## src/rtl/time_pkg.sv

```systemverilog
// Shared timekeeping definitions: mode encoding and default field limits,
// common to time_counter, time_displayer and alarm logic.
package time_pkg;

   localparam logic [1:0] MODE_RUN      = 2'b00;
   localparam logic [1:0] MODE_SET_HOUR = 2'b01;
   localparam logic [1:0] MODE_SET_MIN  = 2'b10;

   typedef enum logic [1:0] {
      ModeRun     = MODE_RUN,
      ModeSetHour = MODE_SET_HOUR,
      ModeSetMin  = MODE_SET_MIN,
      ModeBad     = 2'b11
   } mode_e;

   localparam int unsigned DEFAULT_SEC_MAX  = 59;
   localparam int unsigned DEFAULT_MIN_MAX  = 59;
   localparam int unsigned DEFAULT_HOUR_MAX = 23;

   localparam int unsigned SEC_CW  = 6;
   localparam int unsigned MIN_CW  = 6;
   localparam int unsigned HOUR_CW = 5;

endpackage

```

## src/rtl/mod_counter.sv

```systemverilog
// Modulo-(MAX+1) counter with synchronous clear; carry flags an enabled
// step taken from MAX so counters can be chained.
module mod_counter #(
   parameter int unsigned MAX = 59,
   parameter int unsigned CW  = 6
) (
   input  logic          clk_src,
   input  logic          rst_n,
   input  logic          en,
   input  logic          clr,
   output logic [CW-1:0] count,
   output logic          carry
);

   logic [CW-1:0] count_q, count_d;

   // Values above MAX can only appear if forced; they wrap to 0 on the next step.
   always_comb begin
      count_d = count_q;
      if (clr) begin
         count_d = '0;
      end else if (en) begin
         count_d = (count_q >= CW'(MAX)) ? '0 : count_q + CW'(1);
      end
   end

   always_ff @(posedge clk_src or negedge rst_n) begin
      if (!rst_n) begin
         count_q <= '0;
      end else begin
         count_q <= count_d;
      end
   end

   assign count = count_q;
   assign carry = en & ~clr & (count_q == CW'(MAX));

endmodule

```

## src/rtl/time_counter.sv

```systemverilog
// Seconds/minutes/hours timekeeper with mode/increment setting and an hourly
// chime pulse; feeds raw binary fields to time_displayer.
module time_counter
   import time_pkg::*;
#(
   parameter int unsigned WIDTH    = 32,
   parameter int unsigned SEC_MAX  = DEFAULT_SEC_MAX,
   parameter int unsigned MIN_MAX  = DEFAULT_MIN_MAX,
   parameter int unsigned HOUR_MAX = DEFAULT_HOUR_MAX
) (
   input  logic             clk_src,
   input  logic             rst_n,
   input  logic             tick,
   input  logic             btn_mode,
   input  logic             btn_inc,
   output logic [WIDTH-1:0] sec_data,
   output logic [WIDTH-1:0] min_data,
   output logic [WIDTH-1:0] hour_data,
   output logic [1:0]       set_mode,
   output logic             chime
);

   mode_e mode_q, mode_d;

   logic btn_mode_q, btn_inc_q;
   logic mode_edge, inc_edge;
   logic run;
   logic sec_en, sec_clr, min_en, hour_en;
   logic sec_carry, min_carry, unused_hour_carry;
   logic chime_q;

   logic [SEC_CW-1:0]  sec_cnt;
   logic [MIN_CW-1:0]  min_cnt;
   logic [HOUR_CW-1:0] hour_cnt;

   // History resets high so a button held through reset yields no edge.
   assign mode_edge = btn_mode & ~btn_mode_q;
   assign inc_edge  = btn_inc & ~btn_inc_q;
   assign run       = (mode_q == ModeRun);

   always_comb begin
      mode_d = mode_q;
      case (mode_q)
         ModeRun:     if (mode_edge) mode_d = ModeSetHour;
         ModeSetHour: if (mode_edge) mode_d = ModeSetMin;
         ModeSetMin:  if (mode_edge) mode_d = ModeRun;
         default:     mode_d = ModeRun;
      endcase
   end

   // A mode press in RUN beats a coincident tick: seconds clear, nothing carries.
   assign sec_clr = run & mode_edge;
   assign sec_en  = run & tick & ~mode_edge;
   assign min_en  = (run & sec_carry) | ((mode_q == ModeSetMin) & inc_edge);
   assign hour_en = (run & min_carry) | ((mode_q == ModeSetHour) & inc_edge);

   always_ff @(posedge clk_src or negedge rst_n) begin
      if (!rst_n) begin
         btn_mode_q <= 1'b1;
         btn_inc_q  <= 1'b1;
         mode_q     <= ModeRun;
         chime_q    <= 1'b0;
      end else begin
         btn_mode_q <= btn_mode;
         btn_inc_q  <= btn_inc;
         mode_q     <= mode_d;
         chime_q    <= run & min_carry;
      end
   end

   mod_counter #(
      .MAX (SEC_MAX),
      .CW  (SEC_CW)
   ) u_sec (
      .clk_src (clk_src),
      .rst_n   (rst_n),
      .en      (sec_en),
      .clr     (sec_clr),
      .count   (sec_cnt),
      .carry   (sec_carry)
   );

   mod_counter #(
      .MAX (MIN_MAX),
      .CW  (MIN_CW)
   ) u_min (
      .clk_src (clk_src),
      .rst_n   (rst_n),
      .en      (min_en),
      .clr     (1'b0),
      .count   (min_cnt),
      .carry   (min_carry)
   );

   mod_counter #(
      .MAX (HOUR_MAX),
      .CW  (HOUR_CW)
   ) u_hour (
      .clk_src (clk_src),
      .rst_n   (rst_n),
      .en      (hour_en),
      .clr     (1'b0),
      .count   (hour_cnt),
      .carry   (unused_hour_carry)
   );

   assign sec_data  = WIDTH'(sec_cnt);
   assign min_data  = WIDTH'(min_cnt);
   assign hour_data = WIDTH'(hour_cnt);
   assign set_mode  = mode_q;
   assign chime     = chime_q;

endmodule

```

## config.mk

```make
export PLATFORM = sky130hd
export DESIGN_NAME = time_counter
export DESIGN_NICKNAME = d
export VERILOG_FILES = /design/src/rtl/time_pkg.sv /design/src/rtl/mod_counter.sv /design/src/rtl/time_counter.sv
export SDC_FILE = /design/constraint.sdc
export NUM_CORES = 1
export LEC_CHECK = 0
export CORE_ASPECT_RATIO = 0.75
export CORE_MARGIN = 5
export CORE_UTILIZATION = 42
export DETAILED_ROUTE_END_ITERATION = 7
export PLACE_DENSITY_LB_ADDON = 0.3
export REMOVE_ABC_BUFFERS = 1
export SYNTH_ARGS = -nofsm -noshare
export SYNTH_HDL_FRONTEND = slang
export SYNTH_SLANG_ARGS = --single-unit
```

## constraint.sdc

```tcl
create_clock -name clk_src -period 4.4 [get_ports clk_src]
set_input_delay 0.44 -clock clk_src [delete_from_list [all_inputs] [get_ports clk_src]]
set_output_delay 0.44 -clock clk_src [all_outputs]
set_load 0.05 [all_outputs]
```

Word level (Yosys, flattened, before mapping)
Cells that the tools add are included.
{"block": "op_classes", "bitwise": 18, "n_addsub": 3, "n_reduce_logical": 3, "n_eq_ne": 7, "mux": 9, "n_lt_le_gt_ge": 3}
{"op": "two-way mux 6 bit", "n": 4}
{"op": "adder 6 x 1 -> 6 bit, second input constant", "n": 2}
{"op": "AND 1 bit", "n": 12}
{"op": "equality test 6 bit, second input constant", "n": 2}
{"op": "greater-or-equal comparator 6 bit, second input constant", "n": 2}
{"op": "two-way mux 2 bit", "n": 3}
{"op": "inequality test 2 bit, second input constant", "n": 3}
{"op": "one-hot mux 2 bit (3 select lines)", "n": 1}
{"op": "adder 5 x 1 -> 5 bit, second input constant", "n": 1}
{"op": "greater-or-equal comparator 5 bit, second input constant", "n": 1}
{"op": "two-way mux 5 bit", "n": 1}
{"op": "inverter 1 bit", "n": 4}
{"op": "AND reduction 3 bit", "n": 1}
{"op": "equality test 2 x 1 -> 1 bit, second input constant", "n": 1}
{"op": "equality test 2 bit, second input constant", "n": 1}
{"op": "logical NOT 2 bit", "n": 1}
{"op": "bitwise OR 1 bit", "n": 2}
{"op": "nonzero test 2 bit", "n": 1}
{"block": "word_totals", "input_bits": 5, "register_bits": 22, "output_inout_bits": 99, "word_cells": 50}

Depth between registers and ports, before layout
Gate-level depths: netlist (run 1).
{"block": "depth", "ltp_word": 11, "depth_mapped": 6, "depth_no_buf": 5}

Cells and area by module
Synthesis (run 1) repeated with hierarchy kept, for this count alone.
{"block": "unflattened", "cells_unflattened": 214, "hier_area_um2": 1916.8}
{"mod": "time_counter", "seq_area_each_um2": 127.6, "area_each_um2": 824.5, "cells_each": 99, "instances": 1}
{"mod": "mod_counter at u_min ...", "seq_area_each_um2": 150.1, "area_each_um2": 392.9, "cells_each": 40, "instances": 2}
{"mod": "mod_counter at u_hour", "seq_area_each_um2": 125.1, "area_each_um2": 306.5, "cells_each": 35, "instances": 1}

Worst setup path before layout (run 1)
No wires, ideal clock.
{"block": "synth_timing", "path_type": "reg-to-reg", "startpoint": "register u_sec.count_q[0] (netlist: u_sec.count[0])", "endpoint": "register u_hour.count_q[1] (netlist: u_hour.count[1])", "arrival_ns": 1.888, "slack_ns": 2.384, "stages_incl_launch_ff": 6, "period_less_slack_ns": 2.016, "required_ns": 4.272, "setup_time_ns": 0.128, "n_path_buf": 0, "path_cell_list": "dfrtp_1 ha_1 nor2b_1 nand4_1 o21ai_1 mux2_1"}
{"block": "synth_via", "elab_chain_len": 7}
{"item": "start, declared", "line_no": "mod_counter.sv:15", "rtl": "logic [CW-1:0] count_q, count_d;"}
{"item": "start signal, assigned", "line_no": "mod_counter.sv:31", "rtl": "count_q <= count_d;"}
{"item": "equality test 6 bit", "line_no": "mod_counter.sv:36", "rtl": "assign carry = en & ~clr & (count_q == CW'(MAX));"}
{"item": "AND 1 bit", "line_no": "mod_counter.sv:36"}
{"item": "AND 1 bit", "line_no": "time_counter.sv:54", "rtl": "assign min_en = (run & sec_carry) | ((mode_q == ModeSetMin) & inc_edge);"}
{"item": "bitwise OR 1 bit", "line_no": "time_counter.sv:54"}
{"item": "AND 1 bit", "line_no": "mod_counter.sv:36"}
{"item": "AND 1 bit", "line_no": "time_counter.sv:55", "rtl": "assign hour_en = (run & min_carry) | ((mode_q == ModeSetHour) & inc_edge);"}
{"item": "bitwise OR 1 bit", "line_no": "time_counter.sv:55"}
{"item": "end signal, assigned", "line_no": "mod_counter.sv:31"}
{"item": "end, declared", "line_no": "mod_counter.sv:15"}
No other way between the ends.
A chain may end at the register's enable or synchronous reset.

Worst setup path in the final report (run 1)
{"block": "layout_timing", "startpoint": "register mode_q[0] (netlist: set_mode[0])", "endpoint": "output set_mode[0]"}
{"item": "start, declared", "line_no": "time_counter.sv:23", "rtl": "mode_e mode_q, mode_d;"}
{"item": "start signal, assigned", "line_no": "time_counter.sv:61", "rtl": "mode_q <= ModeRun;"}
{"item": "start signal, assigned", "line_no": "time_counter.sv:66", "rtl": "mode_q <= mode_d;"}
{"item": "end, declared", "line_no": "time_counter.sv:19", "rtl": "output logic [1:0] set_mode,"}
No word-level cell between the ends.

==> results of run 1 <==
## state kept, by name (all words and copies together), names as in the netlist
| register | flops |
|---|---|
| chime | 1 |
| btn_mode_q | 1 |
| set_mode | 2 |
| btn_inc_q | 1 |
| u_hour.count | 5 |
| u_min.count | 6 |
| u_sec.count | 6 |
## worst paths after layout
kind	start	endpoint	depth (start not counted)
max in group asynchronous	rst_n	u_sec.count[5]$_DFFE_PN0P_	1
max reg2reg	u_sec.count[0]$_DFFE_PN0P_	u_min.count[2]$_DFFE_PN0P_	5
min in group asynchronous	rst_n	chime$_DFF_PN0_	1
max	set_mode[0]$_DFFE_PN0P_	set_mode[0]	1
min reg2reg	u_min.count[5]$_DFFE_PN0P_	u_min.count[5]$_DFFE_PN0P_	1
min	u_min.count[5]$_DFFE_PN0P_	u_min.count[5]$_DFFE_PN0P_	1
## area by class of cell
class	count	area [um2]	area share (%)
well taps	55	68.8	3.65
clock inverters	1	30.0	1.59
repair buffers	24	240	12.7
multi-input cells	177	943	50.1
flip-flops and latches	22	553	29.3
clock buffers	3	41.3	2.19
inverters	2	7.51	0.398
## layer usage
layer	track usage (%)	up-vias	wire length, um
met5	0	-	0
li1	-	603	-
met2	15.1	57	1500
met1	16.3	560	1550
met3	3.17	2	303
met4	2.33	0	27
## metrics by stage
stage | instances | hold WS (ns) | power (mW) | setup WS (ns)
2_1_floorplan | 201 | 0.144 | 0.822 | 2.25
3_3_place_gp | 280 | 0.523 | 0.984 | 2.07
3_5_place_dp | 280 | 0.513 | 0.992 | 2.02
4_1_cts | 284 | 0.535 | 1.18 | 2.23
5_1_grt | 284 | 0.554 | 1.25 | 2.17
6_report | 284 | 0.529 | 1.18 | 2.24
## kinds of logic after synthesis
| logic type | after synthesis | share of synthesized area, % |
|---|---|---|
| multiplexers | 2 | 1.22 |
| AND/OR/NAND/NOR | 48 | 15.1 |
| buffers and inverters | 87 | 34.8 |
| flip-flops | 22 | 30.0 |
| AO/OA/AOI/OAI | 44 | 16.3 |
| XOR/XNOR | 1 | 0.475 |
| other | 1 | 0.203 |
| adder cells (fa/ha/maj) | 3 | 2.03 |
## power by group
group / switching, mW / total [mW] / internal [mW]
combinational: 0.454 / 0.634 / 0.180
clock: 0.0652 / 0.187 / 0.121
sequential: 0.0982 / 0.354 / 0.256
## cells in the final DEF, fill, tap and decap left out, drive strengths merged, types with 3 or more instances in the layout
cell and instances:
nor2b 3, ha 3, nand2 13, nand2b 4, nor2 7, conb 79, a21o 4, o21ai 14
o211ai 4, a21oi 6, clkbuf 3, dfrtp 20, a21boi 3, clkdlybuf4s50 24, nand3 6
==> impl_metrics.csv, run 1 <==
group,metric,value,unit
yosys,yosysMostFrequentCell,"buf_4",
yosys,synth_area,1850,um2
yosys,synth_edf_count,0,
cells_and_area,fill_cells,442,
timing,hold_violations,0,
run_status,status,"finished clean",
worst_setup_path,critPathMaxFanout,10,
yosys,netlist_top_cells_count,"buf_4 (79), dfrtp_1 (20), nand2_1 (13)",
detailed_routing,num_vias,1222,
floorplan,dieWidth,86.5,um
power_and_ir_drop,p_leak,0.912,nW
global_routing,grt_antenna_before_repair,0,
timing,final.setup_skew,0.00494,ns
global_routing,grt_max_degree,23,
yosys,seq_area_frac_synth,30.0,%
yosys,synth_area_per_cell,8.87,um2
worst_setup_path,cp_top_family,"buffers and inverters",
clocking,cts_tree,"built",
cells_and_area,diodes,0,
detailed_routing,dr.pass1.iters,4,
cells_and_area,design_area,1880,um2
power_and_ir_drop,ir_drop,340,uV
cells_and_area,drive_gt1_share,4.37,%
yosys,synth_cells,208,
floorplan,start_util,44.4,%
cells_and_area,area_growth,2.10,%
yosys,async_reset_ff_share,100,%
placed_design,gp_congestion,0.830,
cells_and_area,fin_util,45.4,%
timing,min_period,2.16,ns
floorplan,die_area,5830,um2
floorplan,placementRows,20,
detailed_routing,wl,3.38,mm
worst_setup_path,crit_type,"flop to output pin",
yosys,ys_seq_elements,22,
worst_setup_path,end_kind,"output pin",
clocking,cts.repair.resized,0,
clocking,clock_path_buffers,2,
detailed_routing,postRouteAntennaNets,0,
placed_design,numPortBuffers,24,
clocking,root_buffer,"clkbuf_8",
global_routing,grt.overflow.total,0,
yosys,yosysTopAreaCellShare,32.1,%
clocking,clock_latency,0.26,ns
timing,fin_setup_tns,0,ns
timing,slew_viol_final,0,
worst_setup_path,max_stage_delay,0.88,ns
worst_setup_path,start_kind,"flop",
timing,worst_pin_slew,0.953,ns
yosys,synth_area_leaders,"buf_4 (32%), dfrtp_1 (27%), dfstp_2 (2.8%)",
timing,fmax,463,MHz
clocking,cts_hold_buffers,0,
placed_design,dp_hpwl,2.71,mm
worst_setup_path,reg2reg_setup_slack,2.34,ns
yosys,yosys_most_used_dff,"dfrtp_1",
yosys,yosysTopAreaCell,"buf_4",
cells_and_area,layout.nets,238,
global_routing,grt_pass1_wl,4.99,mm
worst_setup_path,critPathRequiredTime,3.96,ns
power_and_ir_drop,p_per_area,624,nW/um2
worst_setup_path,path_cells,"clkdlybuf4s50_1",
detailed_routing,drc,0,
clocking,post_cts_buffers,0,
timing,period_share,49.1,%
detailed_routing,wire_per_inst,11.9,um
floorplan,core-area,4150,um2
detailed_routing,drt_iter0_drc,34,
clocking,clk_pin_slew,0.08,ns
global_routing,track_usage,10.8,%
clocking,clock-sinks,22,
hold_path,hp-class,"flop to flop",
placed_design,place_area,1810,um2
floorplan,num_io_pins,104,
timing,setup_viol,0,
worst_setup_path,worst-path-buf-inv,1,
worst_setup_path,slowest_stage,"clkdlybuf4s50_1",
worst_setup_path,critPathArrivalTime,1.72,ns
yosys,ys_types,47,
job,cap_viol_max_count,0,
timing,rsz0062_at_grt,"false",
global_routing,grt_pass1_vias,1044,
floorplan,fp.dieH,67.4,um
yosys,ys.warnings.count,0,
clocking,htree_levels,1,
timing,relSlewSlack,36.3,%
detailed_routing,viasPerCell,4.30,
clocking,cts_inserted_buffers,3,
No activity file was read; power rests on OpenSTA's default activity.
==> run 2: changes to the inputs <==
--- a/config.mk
+++ b/config.mk
@@ -7,7 +7,7 @@
 export LEC_CHECK = 0
 export CORE_ASPECT_RATIO = 0.75
 export CORE_MARGIN = 5
-export CORE_UTILIZATION = 42
+export CORE_UTILIZATION = 35
 export DETAILED_ROUTE_END_ITERATION = 7
 export PLACE_DENSITY_LB_ADDON = 0.3
 export REMOVE_ABC_BUFFERS = 1
==> constraint.sdc (replaced) <==
create_clock -name clk_src -period 1.9 [get_ports clk_src]
set_input_delay 0.19 -clock clk_src [delete_from_list [all_inputs] [get_ports clk_src]]
set_output_delay 0.19 -clock clk_src [all_outputs]
set_load 0.05 [all_outputs]
==> impl_metrics.csv, run 2 (synthesis results as in run 1) <==
group,metric,value,unit
run_status,status,"finished clean",
detailed_routing,postRouteAntennaNets,0,
worst_setup_path,start_kind,"flop",
floorplan,die_area,6840,um2
cells_and_area,diodes,0,
clocking,htree_levels,1,
detailed_routing,dr.pass1.iters,4,
timing,relSlewSlack,66.1,%
clocking,clock_path_buffers,2,
power_and_ir_drop,ir_drop,587,uV
clocking,clk_pin_slew,0.08,ns
detailed_routing,drt_iter0_drc,73,
floorplan,num_io_pins,104,
timing,setup_viol,0,
worst_setup_path,max_stage_delay,0.86,ns
placed_design,place_ws,0.0297,ns
timing,final.setup_skew,0.00218,ns
detailed_routing,wl_met3,277,um
cells_and_area,area_growth,5.97,%
cells_and_area,layout.nets,247,
floorplan,fp.dieH,72.9,um
timing,worst_pin_slew,0.506,ns
clocking,cts_hold_buffers,0,
worst_setup_path,slowest_stage,"clkdlybuf4s50_1",
cells_and_area,drive_gt1_share,10.1,%
cells_and_area,ff_latch_area,553,um2
worst_setup_path,critPathRequiredTime,1.71,ns
worst_setup_path,cp_top_family,"buffers and inverters",
global_routing,grt_pass1_wl,5.09,mm
cells_and_area,fill_cells,517,
timing,rsz0062_at_grt,"false",
timing,period_share,96.0,%
worst_setup_path,critPathArrivalTime,1.63,ns
clocking,clock_latency,0.26,ns
timing,slew_viol_final,0,
timing,fin_ws,0.0763,ns
cells_and_area,mostFrequentLayoutCells,"conb_1 (79), clkdlybuf4s50_1 (21), dfrtp_1 (20)",
placed_design,dp_hpwl,2.78,mm
timing,fmax,548,MHz
detailed_routing,viasPerCell,4.05,
floorplan,start_util,36.8,%
global_routing,track_usage,9.14,%
floorplan,core-area,5010,um2
worst_setup_path,crit_type,"flop to output pin",
detailed_routing,num_vias,1254,
power_and_ir_drop,p_leak,0.956,nW
floorplan,placementRows,22,
cells_and_area,multi_input_area,950,um2
worst_setup_path,path_cells,"clkdlybuf4s50_1",
worst_setup_path,reg2reg_setup_slack,0.16,ns
global_routing,grt.overflow.total,0,
clocking,cts_inserted_buffers,3,
detailed_routing,drc,0,
detailed_routing,wire_per_inst,11.2,um
placed_design,gp_congestion,0.762,
hold_path,hp-class,"input port to asynchronous set/reset pin",
detailed_routing,top_layer,"met4",
worst_setup_path,end_kind,"output pin",
detailed_routing,met1_length,1.56,mm
detailed_routing,dr_wl_met2,1.63,mm
worst_setup_path,critPathMaxFanout,8,
clocking,clock-sinks,22,
global_routing,grt_pass1_vias,1046,
floorplan,dieWidth,93.9,um
worst_setup_path,worst-path-buf-inv,1,
clocking,root_buffer,"clkbuf_8",
cells_and_area,fin_util,39.0,%
global_routing,grt_antenna_before_repair,0,
job,cap_viol_max_count,0,
cells_and_area,final_common_cell,"conb_1",
clocking,cts_tree,"built",
timing,hold_violations,0,
placed_design,numPortBuffers,24,
detailed_routing,wl,3.47,mm
power_and_ir_drop,p_per_area,1360,nW/um2
global_routing,grt_max_degree,23,
timing,min_period,1.82,ns
==> run 2: cell count changes in the layout (fill, tap and decap cells not counted), sizes merged <==
cell           before  now
clkdlybuf4s50      24   21
bufinv              1    0
buf                 0   12
clkbuf              3    4
==> run 2: worst paths after layout <==
kind / startpoint / endpoint / cells past startpoint
min in group clk_src: btn_mode / btn_mode_q$_DFF_PN1_ / 1
worst min-delay path: rst_n / set_mode[0]$_DFFE_PN0P_ / 2
worst max register to register: u_sec.count[0]$_DFFE_PN0P_ / u_min.count[5]$_DFFE_PN0P_ / 6
worst min register to register: u_min.count[4]$_DFFE_PN0P_ / u_min.count[4]$_DFFE_PN0P_ / 1
max in group asynchronous: rst_n / btn_mode_q$_DFF_PN1_ / 2
worst max-delay path: u_sec.count[2]$_DFFE_PN0P_ / sec_data[2] / 1
==> run 2: cell type report <==
| cell class | instances | area share, % |
|---|---|---|
| clock buffer | 4 | 2.82 |
| inverter | 2 | 0.384 |
| multi-input combinational | 177 | 48.6 |
| sequential | 22 | 28.3 |
| tap | 72 | 4.61 |
| timing repair buffer | 33 | 15.4 |
==> run 2: per-stage QoR <==
step                hold WS (ns)  total power [mW]  TNS [ns]  cell area [um2]  cells
detailed placement         0.520              2.34         0             1890    306
CTS                        0.275              2.68         0             1950    310
global placement           0.527              2.33         0             1890    306
finish                     0.272              2.66         0             1960    310
floorplan                 -0.106              1.90     -1.17             1500    201
global route               0.283              2.83         0             1960    310
==> run 2: what timing repair did <==
action / in CTS / in global routing
buffers inserted: 0 / 0
gates resized for setup: 0 / 2
setup endpoints to repair: 0 / 3
==> run 2: power by group <==
group / total [mW] / leakage, nW / switching [mW] / internal (mW)
Sequential: 0.805 / 0.276 / 0.212 / 0.593
Combinational: 1.52 / 0.651 / 1.07 / 0.450
Clock: 0.329 / 0.0288 / 0.145 / 0.184
==> run 2: per-layer routing <==
metal / GRT usage [%] / vias up
met4: 1.44 / 0
met5: 0 / -
met2: 13.4 / 47
li1: - / 622
met1: 13.0 / 583
met3: 3.40 / 2
